==> src/rtl/pg_mem_arbiter.sv <==
// pg_mem_arbiter: sequences UART program-upgrade sessions and muxes IMem/DMem write ports between CPU and loader
module pg_mem_arbiter #(
  parameter int unsigned QUIESCE_CYC = 4,
  parameter int unsigned RESTART_CYC = 8,
  parameter int unsigned TIMEOUT_CYC = 50_000_000
) (
  input  logic        clk,
  input  logic        rst,
  input  logic        start_pg,
  input  logic        upg_wen,
  input  logic [14:0] upg_adr,
  input  logic [31:0] upg_dat,
  input  logic        upg_done,
  input  logic        cpu_mem_we,
  input  logic [13:0] cpu_mem_addr,
  input  logic [31:0] cpu_mem_wdata,
  output logic        imem_we,
  output logic [13:0] imem_addr,
  output logic [31:0] imem_wdata,
  output logic        dmem_we,
  output logic [13:0] dmem_addr,
  output logic [31:0] dmem_wdata,
  output logic        cpu_stall,
  output logic        cpu_rst,
  output logic        pg_busy,
  output logic        pg_err,
  output logic [15:0] word_cnt
);
  typedef enum logic [2:0] {RUN, QUIESCE, LOAD, RESTART, ERR} state_e;
  state_e      state_q, state_d;
  logic [31:0] cnt_q, cnt_d;
  logic [15:0] word_cnt_q, word_cnt_d;
  logic        done_armed_q, done_armed_d;
  logic        cpu_stall_q, cpu_rst_q, pg_busy_q, pg_err_q;
  logic        load, pass;
  // next-state: one shared counter serves as phase timer in QUIESCE/RESTART and idle timer in LOAD
  always_comb begin
    state_d      = state_q;
    cnt_d        = cnt_q;
    word_cnt_d   = word_cnt_q;
    done_armed_d = done_armed_q;
    case (state_q)
      RUN, ERR: if (start_pg) begin
        state_d      = QUIESCE;
        cnt_d        = '0;
        word_cnt_d   = '0;
        done_armed_d = 1'b0;
      end
      QUIESCE: begin
        state_d = (cnt_q == QUIESCE_CYC - 1) ? LOAD : QUIESCE;
        cnt_d   = (cnt_q == QUIESCE_CYC - 1) ? '0 : cnt_q + 32'd1;
      end
      LOAD: begin
        cnt_d        = upg_wen ? '0 : cnt_q + 32'd1;
        word_cnt_d   = (upg_wen && word_cnt_q != 16'hFFFF) ? word_cnt_q + 16'd1 : word_cnt_q;
        done_armed_d = done_armed_q | ~upg_done;
        if (done_armed_q && upg_done) begin
          state_d = RESTART;
          cnt_d   = '0;
        end else if (!upg_wen && cnt_q == TIMEOUT_CYC - 1) state_d = ERR;
      end
      RESTART: begin
        state_d = (cnt_q == RESTART_CYC - 1) ? RUN : RESTART;
        cnt_d   = (cnt_q == RESTART_CYC - 1) ? '0 : cnt_q + 32'd1;
      end
      default: state_d = RUN;
    endcase
  end
  // state, counters and registered status decodes of the next state
  always_ff @(posedge clk) begin
    if (rst) begin
      state_q      <= RUN;
      cnt_q        <= '0;
      word_cnt_q   <= '0;
      done_armed_q <= 1'b0;
      cpu_stall_q  <= 1'b0;
      cpu_rst_q    <= 1'b0;
      pg_busy_q    <= 1'b0;
      pg_err_q     <= 1'b0;
    end else begin
      state_q      <= state_d;
      cnt_q        <= cnt_d;
      word_cnt_q   <= word_cnt_d;
      done_armed_q <= done_armed_d;
      cpu_stall_q  <= state_d != RUN;
      cpu_rst_q    <= state_d == RESTART;
      pg_busy_q    <= state_d == QUIESCE || state_d == LOAD;
      pg_err_q     <= state_d == ERR;
    end
  end
  assign load       = state_q == LOAD;
  assign pass       = state_q == RUN || state_q == QUIESCE;
  assign imem_we    = load & upg_wen & ~upg_adr[14];
  assign imem_addr  = upg_adr[13:0];
  assign imem_wdata = upg_dat;
  assign dmem_we    = load ? upg_wen & upg_adr[14] : pass & cpu_mem_we;
  assign dmem_addr  = load ? upg_adr[13:0] : cpu_mem_addr;
  assign dmem_wdata = load ? upg_dat : cpu_mem_wdata;
  assign cpu_stall  = cpu_stall_q;
  assign cpu_rst    = cpu_rst_q;
  assign pg_busy    = pg_busy_q;
  assign pg_err     = pg_err_q;
  assign word_cnt   = word_cnt_q;
endmodule

==> config.mk <==
export PLATFORM = sky130hd
export DESIGN_NAME = pg_mem_arbiter
export DESIGN_NICKNAME = d
export VERILOG_FILES = /design/src/rtl/pg_mem_arbiter.sv
export SDC_FILE = /design/constraint.sdc
export NUM_CORES = 1
export LEC_CHECK = 0
export ABC_AREA = 0
export CELL_PAD_IN_SITES_DETAIL_PLACEMENT = 1
export CELL_PAD_IN_SITES_GLOBAL_PLACEMENT = 2
export CORE_UTILIZATION = 19
export CTS_BUF_LIST = sky130_fd_sc_hd__clkbuf_4
export CTS_CLUSTER_SIZE = 12
export DETAILED_ROUTE_END_ITERATION = 6
export PLACE_DENSITY = 0.86
export SYNTH_ARGS = -nofsm -noshare
export SYNTH_HDL_FRONTEND = slang
export SYNTH_SLANG_ARGS = --single-unit
export TNS_END_PERCENT = 100
==> constraint.sdc <==
create_clock -name clk -period 2.5 [get_ports clk]
set_input_delay 0.625 -clock clk [delete_from_list [all_inputs] [get_ports clk]]
set_output_delay 0.625 -clock clk [all_outputs]
set_load 0.005 [all_outputs]
==> flow_summary.toml, run 1 <==
[outcome]
status = "finished, violations left"
violations = "negative setup slack"

[clocking]
clk_pin_slew_ns = 0.17
clkSinkCount = 56
cts_hold_buffers = 0
cts_buffer_depth = 2
insertion_delay_ns = 0.39
root_buffer = "clkbuf_4"
cts_tree = "built"
h-tree-depth = 2
numCtsBuffers = 5

[sta]
period_needed_ns = 2.520
period_share_pct = 100.8
maxSlewHeadroom_pct = 41.30
final-hold-violation-count = 0
rsz0062_at_grt = "yes"
worstMarginPinSlew_ns = 0.8709
slew_viol_final = 0
setup_ws_ns = -0.01989
fmax_ghz = 0.3968
skew_ns = 0.008362
setup_viol = 16

[global_route]
grt_use_met3_pct = 3.320
gr-usage-met2_pct = 29.35
antenna_found_initial = 2
grt-busiest-layer = "met2"
grt_pass1_vias = 4452
grt_usage_pct = 16.18
grt_max_degree = 23
grt_use_met1_pct = 19.28
grt_pass1_wl_mm = 25.27
grt_overflow = 0

[cells_and_area]
final_cell_mix = "163 x clkdlybuf4s50_1, 53 x dfxtp_1, 49 x buf_6"
nFillCells = 2322
area_growth_syn_to_layout_pct = 77.73
final_cell_area_um2 = 6729
final_nets = 771
fin_cells = 938
layout_commonest_cell = "clkdlybuf4s50_1"
drive_gt1_share_pct = 27.57

[pwr]
total_power_uw = 1895
total_leakage_power_uw = 0.002529
p_per_area_nw_per_um2 = 281.6
vdd_drop_max_mv = 0.1574

[synthesis]
synth_top_area_share_pct = 29.61
synth_ff_type = "dfxtp_1"
yosys-top-cells-area = "dfxtp_1 30%, mux2_2 14%, buf_4 9.7%"
syn_area_per_cell_um2 = 8.321
syn-cell-area_um2 = 3786
synth_seq_cells = 56
yosysTopAreaCell = "dfxtp_1"
ys_types = 58
ys_seq_area_share_pct = 29.61
synth_edf_count = 0
yosys_warnings = 0
synthCells = 455
async_flop_share_pct = 0
syn-num-nets = 556

[worst_setup_path]
critPathCaptureType = "output pin"
crit_slowest_cell = "dfxtp_2"
crit_fanout = 8
worstSetupPathType = "register to output pin"
cp_common_cell = "buf_12"
critPathTopFamily = "buffers and inverters"
path_cells = "inv_2 > nor3_4 > buf_12 > buf_12 > buf_12 > mux2_4 > buf_6"
worstPathArrival_ns = 1.89
cpPeakStageDelay_ns = 0.37
path_buf_inv = 5
start_kind = "register"
cp.required_ns = 1.88

[die]
io_pins = 213
start_util_pct = 19.39
num_rows = 51
die_w_um = 143.2
die_h_um = 143.2
floorplan.core_area_um2 = 19530
die_area_um2 = 20500

[place]
dpl-instance-area_um2 = 6121
placed_cells = 901
io_buffers = 212
dp_hpwl_mm = 11.87
place.gp.congestion = 0.7485

[routing]
vias = 4157
via_per_inst = 4.432
avgRoutedWirePerCell_um = 17.27
drc = 0
dr.pass1.iters = 4
first_iter_violations = 96
drtAntennaViolNets = 0
drt-total-wl_mm = 16.20

[hold_path]
hold_class = "register to register"

[job]
maxCapViolCount = 0
==> power breakdown <==
| group | internal [uW] | leakage [uW] | total (uW) | switching, uW |
|---|---|---|---|---|
| sequential | 903 | 0.000453 | 912 | 8.79 |
| clock | 110 | 0.0000330 | 420 | 310 |
| combinational | 369 | 0.00204 | 563 | 194 |
| total | 1380 | 0.00253 | 1890 | 513 |
==> worst paths after layout <==
check | startpoint | slack [ns] | to | cells past startpoint
max | state_q[1]$_SDFF_PP0_ | -0.02 | dmem_addr[13] | 7
min | cnt_q[1]$_SDFFE_PP0P_ | 0.50 | cnt_q[1]$_SDFFE_PP0P_ | 2
min reg2reg | cnt_q[1]$_SDFFE_PP0P_ | 0.50 | cnt_q[1]$_SDFFE_PP0P_ | 2
max reg2reg | cnt_q[2]$_SDFFE_PP0P_ | 0.19 | cnt_q[28]$_SDFFE_PP0P_ | 6
==> metal layers <==
| metal | part of all wire [%] | wire length (um) |
|---|---|---|
| met5 | 0 | 0 |
| met4 | 1.5 | 243 |
| met3 | 5.6 | 900 |
| met2 | 50 | 8124 |
| met1 | 43 | 6934 |
==> kinds of logic (layout without fill, tap and decap cells) <==
| logic type | count (synthesis) | after routing | synth area share (%) |
|---|---|---|---|
| AOI/OAI and AO/OA | 57 | 57 | 9.551 |
| xor gates and xnor gates | 29 | 29 | 6.709 |
| adders and majority gates | 2 | 2 | 0.6608 |
| buffers and inverters | 75 | 291 | 12.52 |
| DFF | 56 | 56 | 29.61 |
| muxes | 47 | 47 | 13.95 |
| other | 0 | 2 | 0 |
| and+or+nand+nor | 189 | 189 | 27.00 |
==> cell usage after synthesis (all sizes together), types with 3 or more instances <==
master and count:
clkbuf 12, o21ai 10, nor2 48, mux2 46, nor3 14, inv 8, and2 6, nand2 31
and4 5, a211oi 3, or3 8, dfxtp 56, and3 4, buf 55, a31oi 11, a21oi 19
xor2 15, nand3 17, nand2b 9, nand4 16, xnor2 14, nand3b 6, nor4 9
==> flip-flops by register name, summed over array words and instances, names as in the netlist <==
register      cells
cnt_q            32
cpu_rst           1
cpu_stall         1
done_armed_q      1
pg_busy           1
pg_err            1
state_q           3
word_cnt         16
==> cell type report <==
cell class	instances	area [um^2]	share of cell area (%)
antenna	2	5.005	0.07438
clock buffer	5	37.54	0.5578
clock inverter	3	17.52	0.2603
inverter	8	30.03	0.4463
multi-input combinational	324	2367	35.18
sequential	56	1125	16.72
tap	265	331.6	4.927
timing repair buffer	275	2815	41.84
==> worst reg2reg max path: stages (launching register included) <==
cell and delay [ns]:
dfxtp_1 0.58, and4_4 0.33, nand2_4 0.08, or4_4 0.59, or2_1 0.27, a21o_1 0.18
a22o_1 0.21
==> repair_timing <==
item | CTS | global route
gates resized for setup | 226 | 70
cloned | 7 | 0
setup endpoints to repair | 48 | 76
setup buffers | 22 | 3
pin swaps | 1 | 2
==> per-stage QoR <==
stage / utilization, % / setup TNS (ns) / hold WS (ns) / setup WS (ns)
detailed placement: 31.35 / -4.572 / 0.4711 / -0.1973
floorplan: - / 0 / 0.4347 / 0.1238
finish: 34.46 / -0.1468 / 0.4956 / -0.01989
global placement: 31.35 / -3.734 / 0.4612 / -0.1382
global route: 34.45 / -3.070 / 0.5405 / -0.1155
CTS: 33.63 / -0.7332 / 0.4975 / -0.07929
No activity file was read; power rests on OpenSTA's default activity.
==> run 2, diff against run 1 <==
- CTS_CLUSTER_DIAMETER: unset -> 100
==> results of run 2 <==
The final DEF is identical to that of run 1; final timing and power are the same.
==> run 3, diff against run 2 <==
- ABC_AREA: 0 -> 1
- CORE_UTILIZATION: 19 -> 18
- PLACE_DENSITY: 0.86 -> 0.85
==> run 3 against run 2 <==
The run now ends clean; clock skew rose by 0.0046 ns; count of clock-buffer cells in the layout did not move; routed wire length rose by 20%; global-route usage fell by 1.1 points; synthesized cell count rose by 74%; highest routed layer unchanged.
==> flow_summary.toml, run 3 <==
[clocking]
insertion_delay_ns = 0.41
root_buffer = "clkbuf_4"
clk_pin_slew_ns = 0.18
cts_buffer_depth = 2
clkSinkCount = 56
h-tree-depth = 2
cts_tree = "built"
numCtsBuffers = 5

[routing]
drtAntennaViolNets = 0
vias = 5576
dr.pass1.iters = 4
via_per_inst = 4.244
drc = 0
first_iter_violations = 206
drt-total-wl_mm = 19.45
avgRoutedWirePerCell_um = 14.80

[synthesis]
synthTopCellsByCount = "298 x nand2_1, 104 x nor2_1, 78 x inv_1"
synth_ff_type = "dfxtp_1"
syn-cell-area_um2 = 4543
yosys_warnings = 0
async_flop_share_pct = 0
yosysTopAreaCell = "dfxtp_1"
syn_area_per_cell_um2 = 5.751
synth.most_common_cell = "nand2_1"
synth_edf_count = 0
synth_seq_cells = 56
synthCells = 790
ys_seq_area_share_pct = 24.68
syn-num-nets = 891
synth_top_area_share_pct = 24.68
yosys-top-cells-area = "dfxtp_1 25%, nand2_1 25%, nor2_1 8.6%"
ys_types = 41

[outcome]
status = "complete, no violations"

[sta]
fmax_ghz = 0.4044
maxSlewHeadroom_pct = 61.52
worstMarginPinSlew_ns = 0.5766
period_needed_ns = 2.473
skew_ns = 0.01300
setup_viol = 0
period_share_pct = 98.90
final-hold-violation-count = 0
slew_viol_final = 0
rsz0062_at_grt = "yes"

[worst_setup_path]
worstSetupPathType = "primary input to output pin"
crit_fanout = 2
worstPathArrival_ns = 1.85
critPathCaptureType = "output pin"
crit_start = "upg_wen"
r2r-start = "cnt_q[1]$_SDFFE_PP0P_"
cp.required_ns = 1.88
start_kind = "primary input"

[job]
maxCapViolCount = 0

[global_route]
grt_pass1_wl_mm = 30.91
grt_usage_pct = 15.10
grt_overflow = 0
grt_max_degree = 19
grt_pass1_vias = 5923
antenna_found_initial = 2

[die]
die_h_um = 160.9
die_w_um = 160.9
io_pins = 213
die_area_um2 = 25880
num_rows = 57
start_util_pct = 18.52
floorplan.core_area_um2 = 24530

[place]
dpl-instance-area_um2 = 6837
io_buffers = 212
dp_hpwl_mm = 15.19
place.gp.congestion = 0.8490
placed_cells = 1283

[pwr]
total_leakage_power_uw = 0.003063
vdd_drop_max_mv = 0.2037
p_per_area_nw_per_um2 = 280.1

[cells_and_area]
nFillCells = 3205
drive_gt1_share_pct = 13.06
area_growth_syn_to_layout_pct = 57.20
regArea_um2 = 1127
fin_cells = 1314
final_cell_area_um2 = 7142
final_nets = 1088
layout_commonest_cell = "nand2_1"
largest_register_ffs = 32
largest_register = "cnt_q"
multi_input_area_um2 = 2701
final_cell_mix = "290 x nand2_1, 164 x clkdlybuf4s50_1, 103 x nor2_1"

[hold_path]
hold_class = "register to register"
hold_start = "done_armed_q$_SDFFE_PP0P_"
## run 3: cell count changes after synthesis, sizes merged, moves of 13 or more
cell / previous run / this run
inv: 8 / 82
nand2: 31 / 305
xnor2: 14 / 1
nor2: 48 / 122
mux2: 46 / 0
nand3: 17 / 53
## run 3: worst paths after layout
check / slack, ns / depth (start not counted) / endpoint
worst max-delay path: 0.03 / 5 / dmem_we
worst min-delay path: 0.50 / 1 / done_armed_q$_SDFFE_PP0P_
worst max register to register: 0.38 / 10 / cpu_stall$_SDFF_PP0_
worst min register to register: 0.50 / 1 / done_armed_q$_SDFFE_PP0P_
## run 3: per-stage QoR
step                      total power (uW)  hold WS, ns  worst slack (ns)  setup TNS (ns)  utilization [%]
after floorplan                       1131       0.4403            0.7362               0                -
after global placement                1482       0.4462           -0.2732         -0.4762            27.87
after detailed placement              1485       0.4704           -0.2814         -0.4885            27.87
after CTS                             2021       0.5091           -0.1240         -0.1888            29.45
after global routing                  2087       0.5364          -0.03526         -0.1688            29.11
final                                 2000       0.5014           0.02744               0            29.11
## run 3: final cells by class
type                    instances  share of cell area [%]
repair buffers                256                   35.02
clock inverters                 3                  0.6482
flip-flops and latches         56                   15.78
multi-input cells             586                   37.82
clock buffers                   5                  0.5256
diodes                          2                 0.07008
well taps                     324                   5.676
inverters                      82                   4.450
## run 3: report_power, final
group	internal [uW]	switching (uW)
registers	902	5.76
clock network	214	348
logic	307	223
total	1420	577
## run 3: repair_timing
| item | 4_1_cts | 5_1_grt |
|---|---|---|
| endpoints found under the setup margin | 48 | 28 |
| pin swaps | 2 | 1 |
| gates cloned | 6 | 0 |
| endpoints found under the hold margin | 0 | 0 |
| gates resized for setup | 86 | 62 |
| setup buffers | 14 | 4 |
| hold buffers | 0 | 0 |
## run 3: worst max-delay path: stages
cell             delay, ns
clkdlybuf4s50_1       0.53
inv_1                 0.08
nor2_1                0.15
a32o_2                0.20
dlygate4sd2_1         0.26
## run 3: routing by layer
metal | global-route usage, % | vias to the layer above | share of wire (%)
met5 | 0 | - | 0
met4 | 4.460 | 0 | 2.0
met3 | 2.144 | 13 | 4.8
met2 | 27.53 | 171 | 49
met1 | 18.16 | 2583 | 44
li1 | - | 2809 | -
## run 3: cells by family (layout without fill, tap and decap cells)
logic type	after synthesis	after routing	synth area share, %
adder cells (fa/ha/maj)	2	2	0.5507
flip-flops	56	56	24.68
AO/OA/AOI/OAI	51	51	6.637
XOR/XNOR	12	12	2.313
other	0	2	0
buffers and inverters	148	346	16.61
AND/OR/NAND/NOR	521	521	49.22
